$ cat src/rtl/vlane_pkg.sv
// Shared types for the vector lane.
// Contents: opcode, operand-mode and control-FSM enums, plus a clog2 helper
// that never returns 0. A zero-width field cannot be declared, so the helper
// always gives at least 1 bit.
package vlane_pkg;

    localparam int unsigned op_w = 3;

    typedef enum logic [op_w-1:0] {
        OpAdd, OpSub, OpAnd, OpOr, OpXor, OpSll, OpSrl, OpMov
    } op_e;

    typedef enum logic {
        ModeVv,
        ModeVs
    } mode_e;

    typedef enum logic [1:0] {
        StIdle,
        StIssue,
        StDrain,
        StDone
    } state_e;

    function automatic int unsigned safe_clog2(input int unsigned x);
        return (x < 2) ? 1 : $clog2(x);
    endfunction

endpackage

$ cat src/rtl/bsg_counter_set_en.sv
// Up-counter with synchronous load and count enable.
// Ports: clk_i, reset_i  clock, synchronous active-high reset (to reset_val_p)
//        set_i, val_i    load val_i; takes priority over en_i
//        en_i            increment by one
//        count_o         current count
module bsg_counter_set_en
    import vlane_pkg::*;
#(
    parameter int unsigned max_val_p   = 1,
    parameter int unsigned width_p     = safe_clog2(max_val_p + 1),
    parameter int unsigned reset_val_p = 0
) (
    input  logic               clk_i,
    input  logic               reset_i,
    input  logic               set_i,
    input  logic               en_i,
    input  logic [width_p-1:0] val_i,
    output logic [width_p-1:0] count_o
);

    logic [width_p-1:0] count_q, count_d;

    always_comb begin
        count_d = count_q;
        if (set_i) begin
            count_d = val_i;
        end else if (en_i) begin
            count_d = count_q + width_p'(1);
        end
    end

    always_ff @(posedge clk_i) begin
        if (reset_i) begin
            count_q <= width_p'(reset_val_p);
        end else begin
            count_q <= count_d;
        end
    end

    assign count_o = count_q;

endmodule

$ cat src/rtl/vlane_alu.sv
// Combinational element ALU for the vector lane's execute stage.
// Ports: a_i, b_i  operands (vdw_p bits)
//        op_i      operation select (op_e)
//        result_o  result; ADD/SUB wrap, shifts use the low clog2(vdw_p) bits of b_i
module vlane_alu
    import vlane_pkg::*;
#(
    parameter int unsigned vdw_p = 32
) (
    input  logic [vdw_p-1:0] a_i,
    input  logic [vdw_p-1:0] b_i,
    input  op_e              op_i,
    output logic [vdw_p-1:0] result_o
);

    localparam int unsigned sh_w = safe_clog2(vdw_p);

    logic [sh_w-1:0] shamt;
    assign shamt = b_i[sh_w-1:0];

    always_comb begin
        result_o = b_i;
        unique case (op_i)
            OpAdd:   result_o = a_i + b_i;
            OpSub:   result_o = a_i - b_i;
            OpAnd:   result_o = a_i & b_i;
            OpOr:    result_o = a_i | b_i;
            OpXor:   result_o = a_i ^ b_i;
            OpSll:   result_o = a_i << shamt;
            OpSrl:   result_o = a_i >> shamt;
            OpMov:   result_o = b_i;
            default: result_o = b_i;
        endcase
    end

endmodule

$ cat src/rtl/vlane_pipelined.sv
// One lane of a strided vector unit. Elements my_id_i, my_id_i+lanes_p, ... are
// read from the regfile, pass through an EX stage (ALU) and a WB stage, and are
// written back two cycles after their read.
// Ports: clk_i, reset_i        clock, synchronous active-high reset
//        my_id_i               static lane index
//        start_i / ready_o     request / idle handshake
//        op_i, mode_i, scalar_i operation, VV/VS select, scalar operand
//        r_addr_o, r0/r1_data_i regfile read port (combinational data)
//        w_addr_o, w_data_o, w_en_o regfile write port
//        done_o                one-cycle completion pulse
module vlane_pipelined
    import vlane_pkg::*;
#(
    parameter int unsigned vlen_p     = 8,
    parameter int unsigned vdw_p      = 32,
    parameter int unsigned lanes_p    = 4,
    parameter int unsigned op_width_p = 3,
    localparam int unsigned aw        = safe_clog2(vlen_p),
    localparam int unsigned idw       = safe_clog2(lanes_p)
) (
    input  logic                  clk_i,
    input  logic                  reset_i,
    input  logic [idw-1:0]        my_id_i,
    input  logic                  start_i,
    output logic                  ready_o,
    input  logic [op_width_p-1:0] op_i,
    input  logic                  mode_i,
    input  logic [vdw_p-1:0]      scalar_i,
    output logic [aw-1:0]         r_addr_o,
    input  logic [vdw_p-1:0]      r0_data_i,
    input  logic [vdw_p-1:0]      r1_data_i,
    output logic [aw-1:0]         w_addr_o,
    output logic [vdw_p-1:0]      w_data_o,
    output logic                  w_en_o,
    output logic                  done_o
);

    localparam int unsigned epl = vlen_p / lanes_p;
    localparam int unsigned cw  = safe_clog2(epl);

    state_e                  state_q, state_d;
    logic                    drain_q, drain_d;
    logic [op_width_p-1:0]   op_q, op_d;
    mode_e                   mode_q, mode_d;
    logic [vdw_p-1:0]        scalar_q, scalar_d;

    logic                    ex_valid_q, ex_valid_d;
    logic [vdw_p-1:0]        ex_a_q, ex_a_d;
    logic [vdw_p-1:0]        ex_b_q, ex_b_d;
    logic [aw-1:0]           ex_addr_q, ex_addr_d;

    logic                    wb_valid_q, wb_valid_d;
    logic [vdw_p-1:0]        wb_data_q, wb_data_d;
    logic [aw-1:0]           wb_addr_q, wb_addr_d;

    logic [cw-1:0]           k;
    logic                    accept, issue, last;
    logic [aw-1:0]           r_addr_issue;
    logic [vdw_p-1:0]        alu_result;

    assign accept = (state_q == StIdle) && start_i;
    assign issue  = (state_q == StIssue);
    assign last   = (k == cw'(epl - 1));

    // Element index; cleared on accept, held at epl-1 on the final ISSUE cycle.
    bsg_counter_set_en #(
        .max_val_p  (epl - 1),
        .width_p    (cw),
        .reset_val_p(0)
    ) u_elem_cnt (
        .clk_i  (clk_i),
        .reset_i(reset_i),
        .set_i  (accept),
        .en_i   (issue && !last),
        .val_i  ('0),
        .count_o(k)
    );

    // Strided element address, truncated to the regfile address width.
    assign r_addr_issue = aw'(32'(k) * lanes_p + 32'(my_id_i));
    assign r_addr_o     = issue ? r_addr_issue : '0;

    always_comb begin
        state_d  = state_q;
        drain_d  = drain_q;
        op_d     = op_q;
        mode_d   = mode_q;
        scalar_d = scalar_q;
        unique case (state_q)
            StIdle: begin
                if (start_i) begin
                    state_d  = StIssue;
                    op_d     = op_i;
                    mode_d   = mode_e'(mode_i);
                    scalar_d = scalar_i;
                end
            end
            StIssue: begin
                if (last) begin
                    state_d = StDrain;
                    drain_d = 1'b0;
                end
            end
            // Two cycles: lets the last element pass EX and WB.
            StDrain: begin
                drain_d = 1'b1;
                if (drain_q) begin
                    state_d = StDone;
                end
            end
            StDone: begin
                state_d = StIdle;
            end
            default: state_d = StIdle;
        endcase
    end

    always_comb begin
        ex_valid_d = issue;
        ex_a_d     = r0_data_i;
        ex_b_d     = (mode_q == ModeVs) ? scalar_q : r1_data_i;
        ex_addr_d  = r_addr_issue;
        wb_valid_d = ex_valid_q;
        wb_data_d  = alu_result;
        wb_addr_d  = ex_addr_q;
    end

    vlane_alu #(
        .vdw_p(vdw_p)
    ) u_alu (
        .a_i     (ex_a_q),
        .b_i     (ex_b_q),
        .op_i    (op_e'(op_q[op_w-1:0])),
        .result_o(alu_result)
    );

    always_ff @(posedge clk_i) begin
        if (reset_i) begin
            state_q    <= StIdle;
            drain_q    <= 1'b0;
            op_q       <= '0;
            mode_q     <= ModeVv;
            scalar_q   <= '0;
            ex_valid_q <= 1'b0;
            ex_a_q     <= '0;
            ex_b_q     <= '0;
            ex_addr_q  <= '0;
            wb_valid_q <= 1'b0;
            wb_data_q  <= '0;
            wb_addr_q  <= '0;
        end else begin
            state_q    <= state_d;
            drain_q    <= drain_d;
            op_q       <= op_d;
            mode_q     <= mode_d;
            scalar_q   <= scalar_d;
            ex_valid_q <= ex_valid_d;
            ex_a_q     <= ex_a_d;
            ex_b_q     <= ex_b_d;
            ex_addr_q  <= ex_addr_d;
            wb_valid_q <= wb_valid_d;
            wb_data_q  <= wb_data_d;
            wb_addr_q  <= wb_addr_d;
        end
    end

    assign ready_o  = (state_q == StIdle);
    assign done_o   = (state_q == StDone);
    assign w_en_o   = wb_valid_q;
    assign w_addr_o = wb_addr_q;
    assign w_data_o = wb_data_q;

endmodule

$ cat config.mk
export PLATFORM = sky130hd
export DESIGN_NAME = vlane_pipelined
export DESIGN_NICKNAME = d
export VERILOG_FILES = /design/src/rtl/vlane_pkg.sv /design/src/rtl/bsg_counter_set_en.sv /design/src/rtl/vlane_alu.sv /design/src/rtl/vlane_pipelined.sv
export SDC_FILE = /design/constraint.sdc
export NUM_CORES = 1
export LEC_CHECK = 0
export ABC_AREA = 0
export BUFFER_PORTS_ARGS = -buffer_cell sky130_fd_sc_hd__buf_2
export CAP_MARGIN = 20
export CELL_PAD_IN_SITES_DETAIL_PLACEMENT = 2
export CELL_PAD_IN_SITES_GLOBAL_PLACEMENT = 2
export CORE_MARGIN = 2
export CORE_UTILIZATION = 36
export DETAILED_ROUTE_END_ITERATION = 7
export PLACE_DENSITY = 0.78
export SYNTH_ARGS = -nofsm -noshare
export SYNTH_HDL_FRONTEND = slang
export SYNTH_SLANG_ARGS = --single-unit
$ cat constraint.sdc
create_clock -name clk_i -period 6.2 [get_ports clk_i]
set_input_delay 1.24 -clock clk_i [delete_from_list [all_inputs] [get_ports clk_i]]
set_output_delay 1.24 -clock clk_i [all_outputs]
set_load 0.01 [all_outputs]
==> impl_results.md, run 1 <==
* Outcome: finished clean
* Max clock buf depth at 2
* Core box area at around 33,000 µm²
* Vias in the first global route at 12.9k
* Hold buffer count at cts at 0
* Top_reg_cell synth: dfxtp_1
* Met2 WL post-DR at about 24,000 µm
* Routed WL at 51,600 µm
* WP data arrival at 5480 ps
* Xor/xnor share of the synthesized area at 0.0411
* Share of post-route cells with drive strength above 1 at 0.186
* Final ANT Viol Nets at 0
* Area after DPL at 13,000 µm²
* Gr usage total at 0.304
* Synth-to-Final Area Change at 14.0%
* Initial antenna violation count at 0
* Final HPWL DP at roughly 39,000 µm
* TNS Setup at 0 ps
* DIE AREA at 34,600 µm²
* EDFF count, synth at 0
* PostCTS Resize Cnt at 0
* Hold Crit Depth at 1
* Metal-1 WL at 22,300 µm
* Routed vias/inst at 6.09
* Max Cap Violations at 0
* # Post-CTS Setup Buffers at 0
* WP data required at 6580 ps
* Clk_lat worst skew at 460 ps
* Root Driver: clkbuf_16
* Post-Synth Adder-Cell Area at 0.108
* Yosys warning total at 0
* Crit path kind: flop to flop
* Max Slew Vio Count at 0
* Leak pwr at 5.64 nW
* Max_slew headroom at 0.256
* Number of H-tree levels at 4
* Ys async rst share at 0
* Synth Area in Simple Gates at 0.166
* Least-Margin Pin Slew at 1120 ps
* Nature of the critical path startpoint: flop
* Register area share after synthesis at 0.242
* Uppermost layer routed: met4
* TritonCTS clock tree: yes
* Design Area, Final at ~14,000 µm²
* Synth Area in Compound Gates at 0.205
* Clock-pin slew on the worst setup and hold paths at 70 ps
* Worst path slowest cell: nor3_1
* Die Span Y at ~190 µm
* Die Span X at 186 µm
* RSZ-0062 raised after global routing: no
* Cell count after synthesis at 1,462
* Final Hold Vio Count at 0
* Leading cell type in the layout, fill and taps excluded: nor2_1
* Gpl congestion at roughly 0.95
* I/O Buffers at ~150
* CTS Sinks at 144
* Min-Delay Path Class: flop to flop
* Largest net degree at the start of global routing at 86
* Initial DRC Count at 998
* Netlist cell types at 70
* Pre-Repair DR Iteration Count at 5
* Worst path max stage delay at approximately 700 ps
* Net count, final at 1,762
* I/O Pins at 146
* Maximum VDD drop at 197 µV
* Critical path, cell by cell: buf_4 > nor3_1 > and3_1 > nand2_1 > o41ai_1 > xnor2_1 > ha_1 > and3_1 > nand2_1 > or3_1 > a21oi_1 > o221ai_1 > or4_1 > a31oi_1
* DRC at 0
* Total CTS buffers at 17
* Final setup fails at 0
* Clk_skew at 14.8 ps
* Syn_nets at roughly 1.7k
* Largest family of logic cells by synthesized area: compound AO/OA/AOI/OAI gates
* Fillers at between 3k and 4k
* Synthesized area at 11,900 µm²
* Overflow after GRT at 0
* Flops & latches, synth at 144
* Initial Util at 0.366
* Cell Pwr Density at ~310 nW/µm²
* F_max at 196 MHz
* Tcrit/Tclk final at 0.822
* DR WL met3 at roughly 3700 µm
* Endpoint class of the critical path: flop
* N_diodes at 0
* Worst-path fanout max at 56
* Vias at 12.2k
* FP Rows at 66
* Worst R2R Path Depth at 14
* Fin crit period at 5100 ps
* First-pass GRT wire length at a little under 80,000 µm
* Commonest non-fill, non-tap cells in the layout: nor2_1, nand2_1, buf_2
* WL per Instance at 25.7 µm
* Syn Area/Cell at between 8 and 9 µm²
* Post-synthesis mux area share at 0.179
metrics by stage:
stage,hold WS (ps),utilization,total power [mW],setup slack [ps],instances
2_1_floorplan,414,-,2.48,1740,1462
3_3_place_gp,427,0.400,3.10,1390,1977
3_5_place_dp,441,0.400,3.18,1240,1977
4_1_cts,460,0.416,4.22,1170,2009
5_1_grt,470,0.417,4.46,853,2010
6_report,451,0.417,4.21,1100,2010
report_power, final:
group	internal (mW)	leakage [nW]	switching (mW)
logic	0.742	4.17	1.23
registers	1.09	1.19	0.151
clock network	0.525	0.279	0.477
total	2.35	5.64	1.86
logic make-up (layout without fill, tap and decap cells):
| group | after synthesis | after routing |
|---|---|---|
| AOI/OAI and AO/OA | 390 | 390 |
| xor gates and xnor gates | 56 | 56 |
| adders and majority gates | 102 | 102 |
| buffers and inverters | 183 | 289 |
| DFF | 144 | 144 |
| muxes | 148 | 148 |
| and+or+nand+nor | 439 | 439 |
Yosys cell counts, types with 19 or more instances:
library cell,number,share of area
ha_1,101,0.11
mux4_2,51,0.096
dfxtp_1,144,0.24
nor2b_1,48,0.025
mux2i_1,82,0.069
a21oi_1,130,0.055
nand2_1,148,0.047
o21ai_0,87,0.037
nor3_1,26,0.011
a221oi_1,27,0.020
clkbuf_1,73,0.023
nor2_1,160,0.050
inv_1,81,0.025
o22ai_1,22,0.012
xnor2_1,45,0.033
a211oi_1,19,0.012
worst paths after layout:
path	start	to	slack, ps
worst max-delay path	ex_b_q[1]$_SDFF_PP0_	w_data_o[30]$_SDFF_PP0_	1100
worst min-delay path	ex_addr_q[1]$_SDFF_PP0_	w_addr_o[1]$_SDFF_PP0_	450
worst max register to register	ex_b_q[1]$_SDFF_PP0_	w_data_o[30]$_SDFF_PP0_	1100
worst min register to register	ex_addr_q[1]$_SDFF_PP0_	w_addr_o[1]$_SDFF_PP0_	450
area by class of cell:
type / instances / area [µm²] / share of cell area
clock inverters: 15 / 124 / 0.00911
clock buffers: 17 / 425 / 0.0313
inverters: 83 / 312 / 0.0229
well taps: 442 / 553 / 0.0407
multi-input cells: 1135 / 8340 / 0.613
flip-flops and latches: 144 / 2890 / 0.213
repair buffers: 174 / 953 / 0.0701
flip-flops by register name, indices dropped and copies added, names as in the netlist:
name / count
drain_q: 1
ex_a_q: 32
ex_addr_q: 3
ex_b_q: 32
ex_valid_q: 1
mode_q: 1
op_q: 3
scalar_q: 32
state_q: 2
u_elem_cnt.count_o: 1
w_addr_o: 3
w_data_o: 32
w_en_o: 1
layer usage:
| metal | vias up | global-route usage |
|---|---|---|
| met1 | 6158 | 0.406 |
| li1 | 5429 | - |
| met4 | 0 | 0.128 |
| met2 | 552 | 0.491 |
| met3 | 94 | 0.0430 |
| met5 | - | 0 |
worst max-delay path: cells and delay by family (launching register included):
family	cells	cell delay, ps
flip-flops	1	320
AO/OA/AOI/OAI	4	1380
buffers and inverters	1	360
adder cells (fa/ha/maj)	1	430
XOR/XNOR	1	190
AND/OR/NAND/NOR	7	2330
Note: power is estimated with default switching activity, not from simulation.
==> inputs of run 2 (changes only) <==
==> constraint.sdc (replaced) <==
create_clock -name clk_i -period 5.05 [get_ports clk_i]
set_input_delay 1.01 -clock clk_i [delete_from_list [all_inputs] [get_ports clk_i]]
set_output_delay 1.01 -clock clk_i [all_outputs]
set_load 0.01 [all_outputs]
==> impl_results.md, run 2 (synthesis gave the netlist of run 1 again) <==
* Final ANT Viol Nets at 0 (unchanged)
* Worst path slowest cell: or4_4
* Worst-path fanout max at 7 (-88%)
* Fin crit period at 4650 ps (-449 ps)
* Fillers at 3,721 (-1.4%)
* Initial antenna violation count at 0 (unchanged)
* R2R Path Start: ex_b_q[7]$_SDFF_PP0_
* Max Cap Violations at 0 (unchanged)
* Gpl congestion at 0.922 (-3.3%)
* Hold EP: w_addr_o[0]$_SDFF_PP0_
* CTS Sinks at 144 (unchanged)
* I/O Pins at 146 (unchanged)
* Tcrit/Tclk final at 0.921 (+0.0984)
* TNS Setup at 0 ps (unchanged)
* Hold Crit Start: ex_addr_q[0]$_SDFF_PP0_
* Largest net degree at the start of global routing at 90 (+4.7%)
* Worst flop-to-flop path endpoint: w_data_o[31]$_SDFF_PP0_
* Endpoint class of the critical path: flop
* DIE AREA at 34,600 µm² (unchanged)
* Hold buffer count at cts at 0 (unchanged)
* Die Span X at 186 µm (unchanged)
* WL per Instance at 25.3 µm (-1.6%)
* TritonCTS clock tree: yes
* Synth-to-Final Area Change at 14.3%
* Sequential standard cell area at 2890 µm² (unchanged)
* Logic pwr share at 0.463 (-0.005)
* Max_slew headroom at 0.305 (+0.0494)
* Outcome: finished clean
* Core box area at 32,600 µm² (unchanged)
* Switching pwr at 2.25 mW (+21%)
* Flop pwr share at 0.290 (-0.004)
* Cell internal pwr at 2.99 mW (+27%)
* Least-Margin Pin Slew at 1040 ps (-74.1 ps)
* WP data arrival at 5030 ps (-450 ps)
* FP Rows at 66 (unchanged)
* Critical Path Start: ex_b_q[7]$_SDFF_PP0_
* Fin worst setup slack at 401 ps (-701 ps)
* Multi-input gate area at 8340 µm² (about the same)
* WP data required at 5430 ps (-1150 ps)
* Critical path, cell by cell: nor3_1 > nand4_1 > and2b_1 > inv_2 > or4_4 > o21ai_0 > xnor2_1 > ha_1 > a21o_1 > a21o_1 > a21oi_1 > nor2b_1 > o41ai_1 > o31ai_1 > or4b_1 > a31oi_1
* Max clock buf depth at 2 (unchanged)
* R2r setup slk at 400 ps (-700 ps)
* Cell Pwr Density at 384 nW/µm² (+24%)
* Total CTS buffers at 17 (unchanged)
* Initial Util at 0.366 (unchanged)
* Switch share at 0.429 (-0.0124)
* Final setup fails at 0 (unchanged)
* Most common cell on crit path: a21o_1
* RSZ-0062 raised after global routing: no
* Initial DRC Count at 847 (-15%)
* Routed WL at 50,800 µm (-1.6%)
* Post-place setup slack at 516 ps (-722 ps)
* Met3 Usage GRT at 0.0671 (+0.0241)
* Number of H-tree levels at 4 (unchanged)
* Gr usage total at 0.301 (-0.00321)
* First-pass GRT wire length at 77,500 µm (-1.3%)
* I/O Buffers at 145 (unchanged)
* DRC at 0 (unchanged)
* Maximum VDD drop at 305 µV (+55%)
* Most used routing layer: met2
* M2 GR Usage at 0.490 (-0.00104)
* Worst R2R Path Depth at 16 (+2)
* Pre-Repair DR Iteration Count at 5 (unchanged)
* # Post-CTS Setup Buffers at 0 (unchanged)
* Hold Crit Depth at 1 (unchanged)
* Root Driver: clkbuf_16
* Leak pwr at 5.63 nW (-0.22%)
* Min-Delay Path Class: flop to flop
* Commonest non-fill, non-tap cells in the layout: nor2_1, nand2_1, buf_2
* Final HPWL DP at 37,700 µm (-2.0%)
* F_max at 215 MHz (+9.7%)
* Share of post-route cells with drive strength above 1 at 0.184 (-0.00243)
* Clk_skew at 9.64 ps (-5.18 ps)
* Leading cell type in the layout, fill and taps excluded: nor2_1
* Cell family with most CP delay: simple AND/OR/NAND/NOR gates
* Fin util at 0.418 (+0.00104)
* Die Span Y at 186 µm (unchanged)
* Net count, final at 1,761 (-0.057%)
* N_diodes at 0 (unchanged)
* Vias at 12.0k (-2.0%)
* Max Slew Vio Count at 0 (unchanged)
* PostCTS Resize Cnt at 0 (unchanged)
* Vias in the first global route at 12.9k (-0.76%)
* Crit path kind: flop to flop
* Buf/Inv on CP at 1 (unchanged)
* Worst path max stage delay at 570 ps (-130 ps)
* Final Hold Vio Count at 0 (unchanged)
* Clock share of power at 0.247 (+0.009)
* Overflow after GRT at 0 (unchanged)
* Clk_lat worst skew at 460 ps (about the same)
* Routed vias/inst at 5.97 (-2.0%)
* M1 GR Usage at 0.383 (-0.0235)
* Clock-pin slew on the worst setup and hold paths at 70 ps (about the same)
* Nature of the critical path startpoint: flop
* Total power at 5.24 mW (+24%)
-- run 2: worst max path at each step --
stage                                    to  slack (ps)  cells past startpoint
global placement    w_data_o[31]$_SDFF_PP0_         620                     16
finish              w_data_o[31]$_SDFF_PP0_         400                     16
global route        w_data_o[31]$_SDFF_PP0_          90                     16
detailed placement  w_data_o[31]$_SDFF_PP0_         520                     16
CTS                 w_data_o[31]$_SDFF_PP0_         440                     16
floorplan           w_data_o[31]$_SDFF_PP0_         590                     21
-- run 2: layer usage --
metal  vias up  routed length [µm]
met4         0                2120
met1      5989               21500
met5         -                   0
li1       5426                   -
met3       108                3520
met2       462               23700
-- run 2: layout make-up --
class                           count  area share
Sequential cell                   144       0.212
Inverter                           83      0.0229
Clock buffer                       20      0.0328
Clock inverter                     12     0.00982
Multi-Input combinational cell   1135       0.612
Tap cell                          442      0.0406
Timing Repair Buffer              173      0.0703
-- run 2: through the flow --
stage | area [µm²] | hold slack (ps) | instances
after floorplan | 11900 | 414 | 1462
after global routing | 13600 | 460 | 2009
final | 13600 | 444 | 2009
after CTS | 13600 | 453 | 2008
after global placement | 13000 | 425 | 1976
after detailed placement | 13000 | 438 | 1976
-- run 2: power by group through the flow --
stage	logic (mW)	clock network, mW	registers, mW
3_5_place_dp	2.36	0	1.54
6_report	2.43	1.29	1.52
2_1_floorplan	1.55	0	1.51
4_1_cts	2.40	1.32	1.52
3_3_place_gp	2.29	0	1.52
5_1_grt	2.64	1.37	1.54
